### config.mk
export PLATFORM = sky130hd
export DESIGN_NAME = sha_result_check
export DESIGN_NICKNAME = d
export VERILOG_FILES = /design/src/rtl/sha_result_check_pkg.sv /design/src/rtl/sha_result_check_result_fifo.sv /design/src/rtl/sha_result_check.sv
export SDC_FILE = /design/constraint.sdc
export NUM_CORES = 1
export LEC_CHECK = 0
export CORE_ASPECT_RATIO = 1.2
export CORE_MARGIN = 2
export CORE_UTILIZATION = 32
export DETAILED_ROUTE_END_ITERATION = 12
export PLACE_DENSITY = 0.67
export SLEW_MARGIN = 5
export SYNTH_ARGS = -nofsm -noshare
export SYNTH_HDL_FRONTEND = slang
export SYNTH_SLANG_ARGS = --single-unit
### constraint.sdc
create_clock -name clk -period 1.9 [get_ports clk]
set_input_delay 0.19 -clock clk [delete_from_list [all_inputs] [get_ports clk]]
set_output_delay 0.19 -clock clk [all_outputs]
set_load 0.01 [all_outputs]
### src/rtl/sha_result_check_pkg.sv
// Shared widths and endian helpers for the SHA result-checking slice.
package sha_result_check_pkg;

  localparam int WORD_S  = 32;
  localparam int HASH_S  = 256;
  localparam int NONCE_S = WORD_S;
  localparam int HALF_S  = HASH_S / 2;

  // Reverses byte order across the whole hash: result[7:0] = d[255:248].
  function automatic logic [HASH_S-1:0] byte_reverse(input logic [HASH_S-1:0] d);
    logic [HASH_S-1:0] r;
    r = '0;
    for (int i = 0; i < HASH_S / 8; i++) begin
      r[8*i +: 8] = d[HASH_S-1-8*i -: 8];
    end
    return r;
  endfunction

endpackage

### src/rtl/sha_result_check_result_fifo.sv
// Synchronous FIFO for winning nonces: full/empty flags, simultaneous
// push/pop (a push into a full FIFO succeeds if the head leaves that cycle),
// and a synchronous clear that empties it.
module result_fifo #(
  parameter int DEPTH = 4,
  parameter int WIDTH = 32
) (
  input  logic             clk,
  input  logic             reset,
  input  logic             clear_i,
  input  logic             push_i,
  input  logic             pop_i,
  input  logic [WIDTH-1:0] din_i,
  output logic [WIDTH-1:0] dout_o,
  output logic             empty_o,
  output logic             full_o,
  output logic             accept_o
);

  localparam int AW = $clog2(DEPTH);

  logic [WIDTH-1:0] mem_q [DEPTH];
  logic [AW:0]      wr_ptr_q, wr_ptr_d;
  logic [AW:0]      rd_ptr_q, rd_ptr_d;
  logic             do_push, do_pop;

  // Pointers carry one extra wrap bit so full and empty can be told apart.
  assign empty_o  = (wr_ptr_q == rd_ptr_q);
  assign full_o   = (wr_ptr_q[AW] != rd_ptr_q[AW]) &&
                    (wr_ptr_q[AW-1:0] == rd_ptr_q[AW-1:0]);
  assign do_pop   = pop_i && !empty_o;
  assign do_push  = push_i && (!full_o || do_pop);
  assign accept_o = do_push;
  assign dout_o   = mem_q[rd_ptr_q[AW-1:0]];

  // Next pointer values; clear wins over any push or pop.
  always_comb begin
    wr_ptr_d = wr_ptr_q;
    rd_ptr_d = rd_ptr_q;
    if (clear_i) begin
      wr_ptr_d = '0;
      rd_ptr_d = '0;
    end else begin
      if (do_push) wr_ptr_d = wr_ptr_q + {{AW{1'b0}}, 1'b1};
      if (do_pop)  rd_ptr_d = rd_ptr_q + {{AW{1'b0}}, 1'b1};
    end
  end

  // Pointer registers.
  always_ff @(posedge clk or negedge reset) begin
    if (!reset) begin
      wr_ptr_q <= '0;
      rd_ptr_q <= '0;
    end else begin
      wr_ptr_q <= wr_ptr_d;
      rd_ptr_q <= rd_ptr_d;
    end
  end

  // Storage; zeroed on reset so the head reads 0 until the first push.
  always_ff @(posedge clk or negedge reset) begin
    if (!reset) begin
      for (int i = 0; i < DEPTH; i++) mem_q[i] <= '0;
    end else if (!clear_i && do_push) begin
      mem_q[wr_ptr_q[AW-1:0]] <= din_i;
    end
  end

endmodule

### src/rtl/sha_result_check.sv
// Checks each valid SHA-256 result against a programmable target, queues
// winning nonces for a valid/ready consumer and keeps status counters.
module sha_result_check
  import sha_result_check_pkg::*;
#(
  parameter int FIFO_DEPTH = 4,
  parameter bit BYTE_SWAP  = 1'b1,
  parameter int CNT_W      = 48
) (
  input  logic               clk,
  input  logic               reset,
  input  logic               en,
  input  logic [HASH_S-1:0]  H,
  input  logic [NONCE_S-1:0] nonce,
  input  logic [HASH_S-1:0]  target,
  input  logic               target_load,
  input  logic               clear,
  output logic               out_valid,
  output logic [NONCE_S-1:0] out_nonce,
  input  logic               out_ready,
  output logic [CNT_W-1:0]   hash_count,
  output logic [CNT_W-1:0]   hit_count,
  output logic               overflow
);

  logic [HASH_S-1:0]  target_q, target_d;
  logic [HASH_S-1:0]  cmp_val;
  logic               s1_valid_q, s1_valid_d;
  logic [NONCE_S-1:0] s1_nonce_q, s1_nonce_d;
  logic               hi_lt_q, hi_lt_d;
  logic               hi_eq_q, hi_eq_d;
  logic               lo_lt_q, lo_lt_d;
  logic [CNT_W-1:0]   hash_count_q, hash_count_d;
  logic [CNT_W-1:0]   hit_count_q, hit_count_d;
  logic               overflow_q, overflow_d;
  logic               hit, push, pop, accept, fifo_empty, fifo_full;

  assign cmp_val = BYTE_SWAP ? byte_reverse(H) : H;

  // Stage-1 next state: split the 256-bit compare into two 128-bit halves.
  always_comb begin
    target_d   = target_load ? target : target_q;
    s1_valid_d = en && !clear;
    s1_nonce_d = s1_nonce_q;
    hi_lt_d    = hi_lt_q;
    hi_eq_d    = hi_eq_q;
    lo_lt_d    = lo_lt_q;
    if (en) begin
      s1_nonce_d = nonce;
      hi_lt_d    = cmp_val[HASH_S-1:HALF_S] <  target_q[HASH_S-1:HALF_S];
      hi_eq_d    = cmp_val[HASH_S-1:HALF_S] == target_q[HASH_S-1:HALF_S];
      lo_lt_d    = cmp_val[HALF_S-1:0]      <  target_q[HALF_S-1:0];
    end
  end

  // Stage 2 resolves the halves into a hit; clear discards it.
  assign hit  = s1_valid_q && (hi_lt_q || (hi_eq_q && lo_lt_q));
  assign push = hit && !clear;
  assign pop  = out_valid && out_ready;

  // Status counters and sticky overflow next state.
  always_comb begin
    hash_count_d = hash_count_q;
    hit_count_d  = hit_count_q;
    overflow_d   = overflow_q;
    if (clear) begin
      hash_count_d = '0;
      hit_count_d  = '0;
      overflow_d   = 1'b0;
    end else begin
      if (en)              hash_count_d = hash_count_q + CNT_W'(1);
      if (hit)             hit_count_d  = hit_count_q + CNT_W'(1);
      if (push && !accept) overflow_d   = 1'b1;
    end
  end

  // All datapath and status registers.
  always_ff @(posedge clk or negedge reset) begin
    if (!reset) begin
      target_q     <= '0;
      s1_valid_q   <= 1'b0;
      s1_nonce_q   <= '0;
      hi_lt_q      <= 1'b0;
      hi_eq_q      <= 1'b0;
      lo_lt_q      <= 1'b0;
      hash_count_q <= '0;
      hit_count_q  <= '0;
      overflow_q   <= 1'b0;
    end else begin
      target_q     <= target_d;
      s1_valid_q   <= s1_valid_d;
      s1_nonce_q   <= s1_nonce_d;
      hi_lt_q      <= hi_lt_d;
      hi_eq_q      <= hi_eq_d;
      lo_lt_q      <= lo_lt_d;
      hash_count_q <= hash_count_d;
      hit_count_q  <= hit_count_d;
      overflow_q   <= overflow_d;
    end
  end

  result_fifo #(
    .DEPTH (FIFO_DEPTH),
    .WIDTH (NONCE_S)
  ) u_fifo (
    .clk      (clk),
    .reset    (reset),
    .clear_i  (clear),
    .push_i   (push),
    .pop_i    (pop),
    .din_i    (s1_nonce_q),
    .dout_o   (out_nonce),
    .empty_o  (fifo_empty),
    .full_o   (fifo_full),
    .accept_o (accept)
  );

  assign out_valid  = !fifo_empty;
  assign hash_count = hash_count_q;
  assign hit_count  = hit_count_q;
  assign overflow   = overflow_q;

endmodule

==> results of run 1 <==
-- placed cells by master (no fill, tap or decap), types with 11 or more instances in the layout --
| master | n |
|---|---|
| buf_6 | 44 |
| clkinv_2 | 14 |
| nor3_1 | 11 |
| diode_2 | 12 |
| clkdlybuf4s50_1 | 642 |
| buf_12 | 25 |
| buf_4 | 280 |
| clkbuf_8 | 12 |
| inv_1 | 267 |
| o21ai_0 | 313 |
| a21oi_1 | 93 |
| nand3_1 | 42 |
| dfrtp_1 | 516 |
| mux4_2 | 32 |
| clkbuf_16 | 60 |
| nor2_1 | 141 |
| mux2_2 | 54 |
| a211oi_1 | 13 |
| o211ai_1 | 11 |
| and3_1 | 17 |
| nand2_1 | 359 |
| mux2_4 | 108 |
| xor2_1 | 48 |
| and4_1 | 15 |
| ha_1 | 250 |
| nand4_1 | 68 |
| xnor2_1 | 37 |
-- cell type report --
type / instances / area [µm²]
multi-input cells: 1791 / 13800
well taps: 1130 / 1410
diodes: 12 / 30.0
clock inverters: 30 / 410
repair buffers: 1010 / 9890
clock buffers: 76 / 1620
inverters: 277 / 1040
flip-flops and latches: 523 / 13100
fillers: 7580 / 43500
-- report_power, final --
group	leakage, nW	total [mW]	switching (mW)	internal [mW]
logic	11.2	7.36	3.18	4.18
clock network	1.00	12.1	5.03	7.11
registers	6.67	12.7	0.531	12.2
-- state kept, by name, summed over array words and instances (netlist names) --
register / count
hi_eq_q: 1
s1_nonce_q: 32
hash_count: 48
lo_lt_q: 1
s1_valid_q: 1
u_fifo.rd_ptr_q: 3
target_q: 256
overflow: 1
u_fifo.wr_ptr_q: 3
hi_lt_q: 1
u_fifo.mem_q: 128
hit_count: 48
-- per-stage QoR --
step	setup slack, ns	util, %	power, mW
2_1_floorplan	-0.197	-	16.0
3_3_place_gp	-0.651	45.0	19.6
3_5_place_dp	-0.702	45.0	19.8
4_1_cts	-0.434	48.5	32.5
5_1_grt	-0.456	48.7	33.7
6_report	-0.378	48.7	32.2
-- worst max-delay path, cell delays in order, from the launching register on --
cell and delay [ns]:
dfrtp_2 0.39, buf_12 0.15, buf_12 0.14, buf_8 0.10
mux4_2 0.51, buf_6 0.15
-- kinds of logic (layout without fill, tap and decap cells) --
| group | count (synthesis) | after routing | synth area share, % |
|---|---|---|---|
| and+or+nand+nor | 751 | 751 | 12.7 |
| DFF | 523 | 523 | 47.9 |
| AOI/OAI and AO/OA | 492 | 492 | 9.75 |
| buffers and inverters | 378 | 1393 | 5.40 |
| adders and majority gates | 262 | 262 | 12.0 |
| muxes | 197 | 197 | 9.42 |
| xor gates and xnor gates | 89 | 89 | 2.85 |
| other | 0 | 12 | 0 |
-- per-layer routing --
layer,vias to the layer above,routed length (µm),track usage [%]
li1,11200,-,-
met1,11200,36100,23.6
met2,689,47000,36.6
met3,196,6990,6.27
met4,44,2720,6.38
met5,-,270,0
-- path summary, 6_finish.rpt --
path | startpoint | to | slack, ns | depth (start not counted)
max | u_fifo.rd_ptr_q[0] | out_nonce[0] | -0.38 | 5
min | reset | target_q[144] | 0.09 | 2
max reg2reg | target_q[127] | lo_lt_q | -0.37 | 10
min reg2reg | u_fifo.mem_q[32] | u_fifo.mem_q[32] | 0.50 | 1
max in group asynchronous | reset | hit_count[8] | 0.94 | 3
min in group clk | target[27] | target_q[27] | 0.11 | 3
-- repair_timing --
| action | 4_1_cts | 5_1_grt |
|---|---|---|
| resized for setup | 296 | 27 |
| pin swaps | 36 | 5 |
| hold buffers | 2 | 0 |
| hold endpoints to repair | 450 | 0 |
| buffers inserted | 15 | 3 |
| gates cloned | 8 | 3 |
| endpoints found under the setup margin | 247 | 271 |
==> impl_metrics.toml, run 1 <==
[clocking]
cts.path.max_buffers = 3
cts_tree = "yes"
cts_buffers = 57
clk_latency_ns = 0.64
clkSinkCount = 523
htree_levels = 2
path_clk_slew_ns = 0.07
root_buffer = "clkbuf_16"

[timing]
fmax_mhz = 439
maxSlewHeadroom_pct = 51.0
layout_setup_ws_ns = -0.378
fin_crit_ns = 2.28
finalSetupViolations = 187
fin_skew_ns = 0.0188
finalSetupTns_ns = -52.45
hold_violations = 0
worst_pin_slew_ns = 0.735
finalCritPeriodShare_pct = 120
rsz0062_at_grt = "yes"
whs_ns = 0.0904
timing.final.max_slew_violations = 0

[min_path]
hold_class = "in -> async"

[logic_synthesis]
synth.net_count = 3504
syn_area_per_cell_um2 = 10.2
synth.area.top_cells = "dfrtp_1 48%, ha_1 12%, mux2_2 6.3%"
synthArstFlopShare_pct = 100
yosysTopAreaCellShare_pct = 47.9
synth_area_um2 = 27300
yosysSeqAreaShare_pct = 47.9
synth_top_cell_by_area = "dfrtp_1"
ys_seq_elements = 523
yosys-top-cells-count = "523 x dfrtp_1, 361 x nand2_1, 322 x o21ai_0"
ys_warn_count = 0
synth_cell_type_count = 63
synth_flop_cell = "dfrtp_1"
synth.most_common_cell = "dfrtp_1"
synth_cells = 2692
synth_edf_count = 0

[placed_design]
dp_hpwl_um = 71500
place_area_um2 = 38100
gp_congestion = 0.932
io_buffer_count = 679
dp.cells = 4705

[routing]
avgViaCountPerCell = 4.80
postRouteAntennaNets = 0
drc_errors = 0
wl_um = 93100
drtIter0Drc = 1211
num_vias = 23300
post_drt_wl_per_cell_um = 19.2
first_pass_iters = 5

[setup_path]
critical_path_class = "reg -> out"
arrival_ns = 2.09
startpoint_type = "flip-flop"
worstSetupEndpointType = "output port"
crit_fanout = 6
required_ns = 1.71

[cells_and_area]
area_growth_pct = 51.0
final_layout_size_suffix_gt1_share_pct = 21.0
final_nets = 4472
final_cells = 4849
design_area_um2 = 41300

[power_and_ir_drop]
p_leak_nw = 18.8
irDropWorstVdd_mv = 0.692
power_density_nw_per_um2 = 780

[run_status]
outcome = "complete, but fails checks"
violations = "negative setup slack"

[global_routing]
grt_max_degree = 84
grt_pass1_vias = 24000
grt_usage_pct = 20.6
antenna_found_initial = 37
grt_pass1_wl_um = 139000
grt_overflow_total = 0

[floorplan]
ioPinCount = 680
dieArea_um2 = 87800
die_y_um = 324
die_x_um = 271
core_um2 = 84800
rows = 117
start_util_pct = 32.2

[job]
cap_viol_max_count = 0
Power figures use the tool's default switching activity.
==> run 2: changes to the inputs <==
CAP_MARGIN = 10   (was not set)
CORE_MARGIN = not set   (was 2)
CTS_BUF_LIST = sky130_fd_sc_hd__clkbuf_4 sky130_fd_sc_hd__clkbuf_8 sky130_fd_sc_hd__clkbuf_16   (was not set)
==> run 2 against run 1 <==
The flow still finishes with violations (negative setup slack). Global-route usage rose by 0.98 points. Sequential share of layout area fell by 1.2 points. Fmax rose by 2.6%. Routed wire length rose by 2.3%. Non-clock buffer count rose by 50. Register-to-register slack improved by 0.09 ns. Die area fell by 1.4%. Combinational power rose by 3.5%. Via count rose by 2.1%. First-iteration DRC count fell by 6.1%. Largest power group is now clock.
==> impl_metrics.toml, run 2 (same netlist as run 1, synthesis figures left out) <==
[timing]
fin_crit_ns = 2.22
finalSetupViolations = 200
maxSlewHeadroom_pct = 58.0
fmax_mhz = 450
hold_violations = 0
finalSetupTns_ns = -35.17
worst_pin_slew_ns = 0.631
timing.final.max_slew_violations = 0
rsz0062_at_grt = "yes"
fin_skew_ns = 0.0196
whs_ns = 0.0544
finalCritPeriodShare_pct = 117
layout_setup_ws_ns = -0.321

[cells_and_area]
reg_top3 = "target_q x256, u_fifo.mem_q x128"
area_growth_pct = 56.8
regMostFlops = "target_q"
final_nets = 4525
final_cells = 4907
final_core_util_pct = 50.6
fill_cells = 7374
final_layout_size_suffix_gt1_share_pct = 24.5
design_area_um2 = 42900
largest_reg_flops = 256
mostFrequentLayoutCell = "clkdlybuf4s50_1"
layout_common_cells = "586 x clkdlybuf4s50_1, 513 x dfrtp_1, 353 x nand2_1"

[routing]
drc_errors = 0
postRouteAntennaNets = 0
num_vias = 23800
drtIter0Drc = 1137
first_pass_iters = 5
avgViaCountPerCell = 4.85
wl_um = 95300
post_drt_wl_per_cell_um = 19.4

[power_and_ir_drop]
irDropWorstVdd_mv = 0.622
power_density_nw_per_um2 = 778
power_mw = 33.3
p_leak_nw = 20.1

[floorplan]
core_um2 = 84800
rows = 117
die_y_um = 322
dieArea_um2 = 86600
die_x_um = 269
start_util_pct = 32.2
ioPinCount = 680

[clocking]
clkSinkCount = 523
root_buffer = "clkbuf_16"
cts.path.max_buffers = 3
cts_buffers = 59
htree_levels = 2
cts_tree = "yes"
path_clk_slew_ns = 0.06
clk_latency_ns = 0.64

[setup_path]
cp_cell_sequence = "buf_12 > buf_12 > mux4_2 > buf_6"
critPathMostFrequentCell = "buf_12"
crit_fanout = 6
cp_slowest_cell = "mux4_2"
worstSetupEndpointType = "output port"
startpoint_type = "flip-flop"
critical_path_class = "reg -> out"
slowest_delay_ns = 0.57
required_ns = 1.71
arrival_ns = 2.03

[placed_design]
place_area_um2 = 38200
gp_congestion = 0.906
dp.cells = 4712
io_buffer_count = 679
dp_hpwl_um = 70100
pre_cts_ws_ns = -0.784

[global_routing]
antenna_found_initial = 37
grt_usage_pct = 21.5
grt_overflow_total = 0
grt_pass1_vias = 24900
grt_max_degree = 111
grt_pass1_wl_um = 142000

[run_status]
violations = "negative setup slack"
outcome = "complete, but fails checks"

[job]
cap_viol_max_count = 0

[min_path]
hold_class = "in -> reg"
run 2: worst paths after layout:
kind | startpoint | to | slack, ns | cells after the start
worst min-delay path | en | s1_valid_q | 0.05 | 3
worst max-delay path | u_fifo.rd_ptr_q[0] | out_nonce[31] | -0.32 | 4
worst max register to register | u_fifo.rd_ptr_q[0] | u_fifo.mem_q[125] | -0.28 | 9
min in group asynchronous | reset | target_q[147] | 0.12 | 2
worst min register to register | u_fifo.mem_q[95] | u_fifo.mem_q[95] | 0.50 | 1
max in group asynchronous | reset | u_fifo.mem_q[9] | 0.93 | 3
run 2: timing repair:
item | in CTS | in global routing
endpoints found under the setup margin | 260 | 258
gates cloned | 16 | 2
hold buffers | 2 | 0
buffers inserted | 51 | 16
hold endpoints to repair | 369 | 0
pin swaps | 99 | 72
gates resized for setup | 430 | 121
run 2: per-layer routing:
metal / global-route usage (%) / wire, µm
met1: 23.8 / 36100
met3: 6.39 / 7160
met4: 7.22 / 3290
met2: 38.9 / 48600
met5: 0 / 201
run 2: layout make-up:
cell class | count | area [µm²] | area share, %
repair buffers | 1060 | 10600 | 24.8
multi-input cells | 1792 | 14400 | 33.7
well taps | 1130 | 1410 | 3.30
inverters | 277 | 1040 | 2.43
clock inverters | 29 | 472 | 1.10
flip-flops and latches | 523 | 13100 | 30.6
clock buffers | 82 | 1760 | 4.10
diodes | 14 | 35.0 | 0.0817
run 2: critical path: cells and delay by family, from the launching register on:
kind | cells | cell delay, ns
buf+inv | 3 | 0.43
flops | 1 | 0.40
mux | 1 | 0.57
run 2: power breakdown:
group | leakage, nW | switching, mW | internal (mW)
Combinational | 12.4 | 3.29 | 4.33
Sequential | 6.66 | 0.541 | 12.2
Clock | 1.10 | 5.02 | 7.97
Total | 20.1 | 8.86 | 24.5
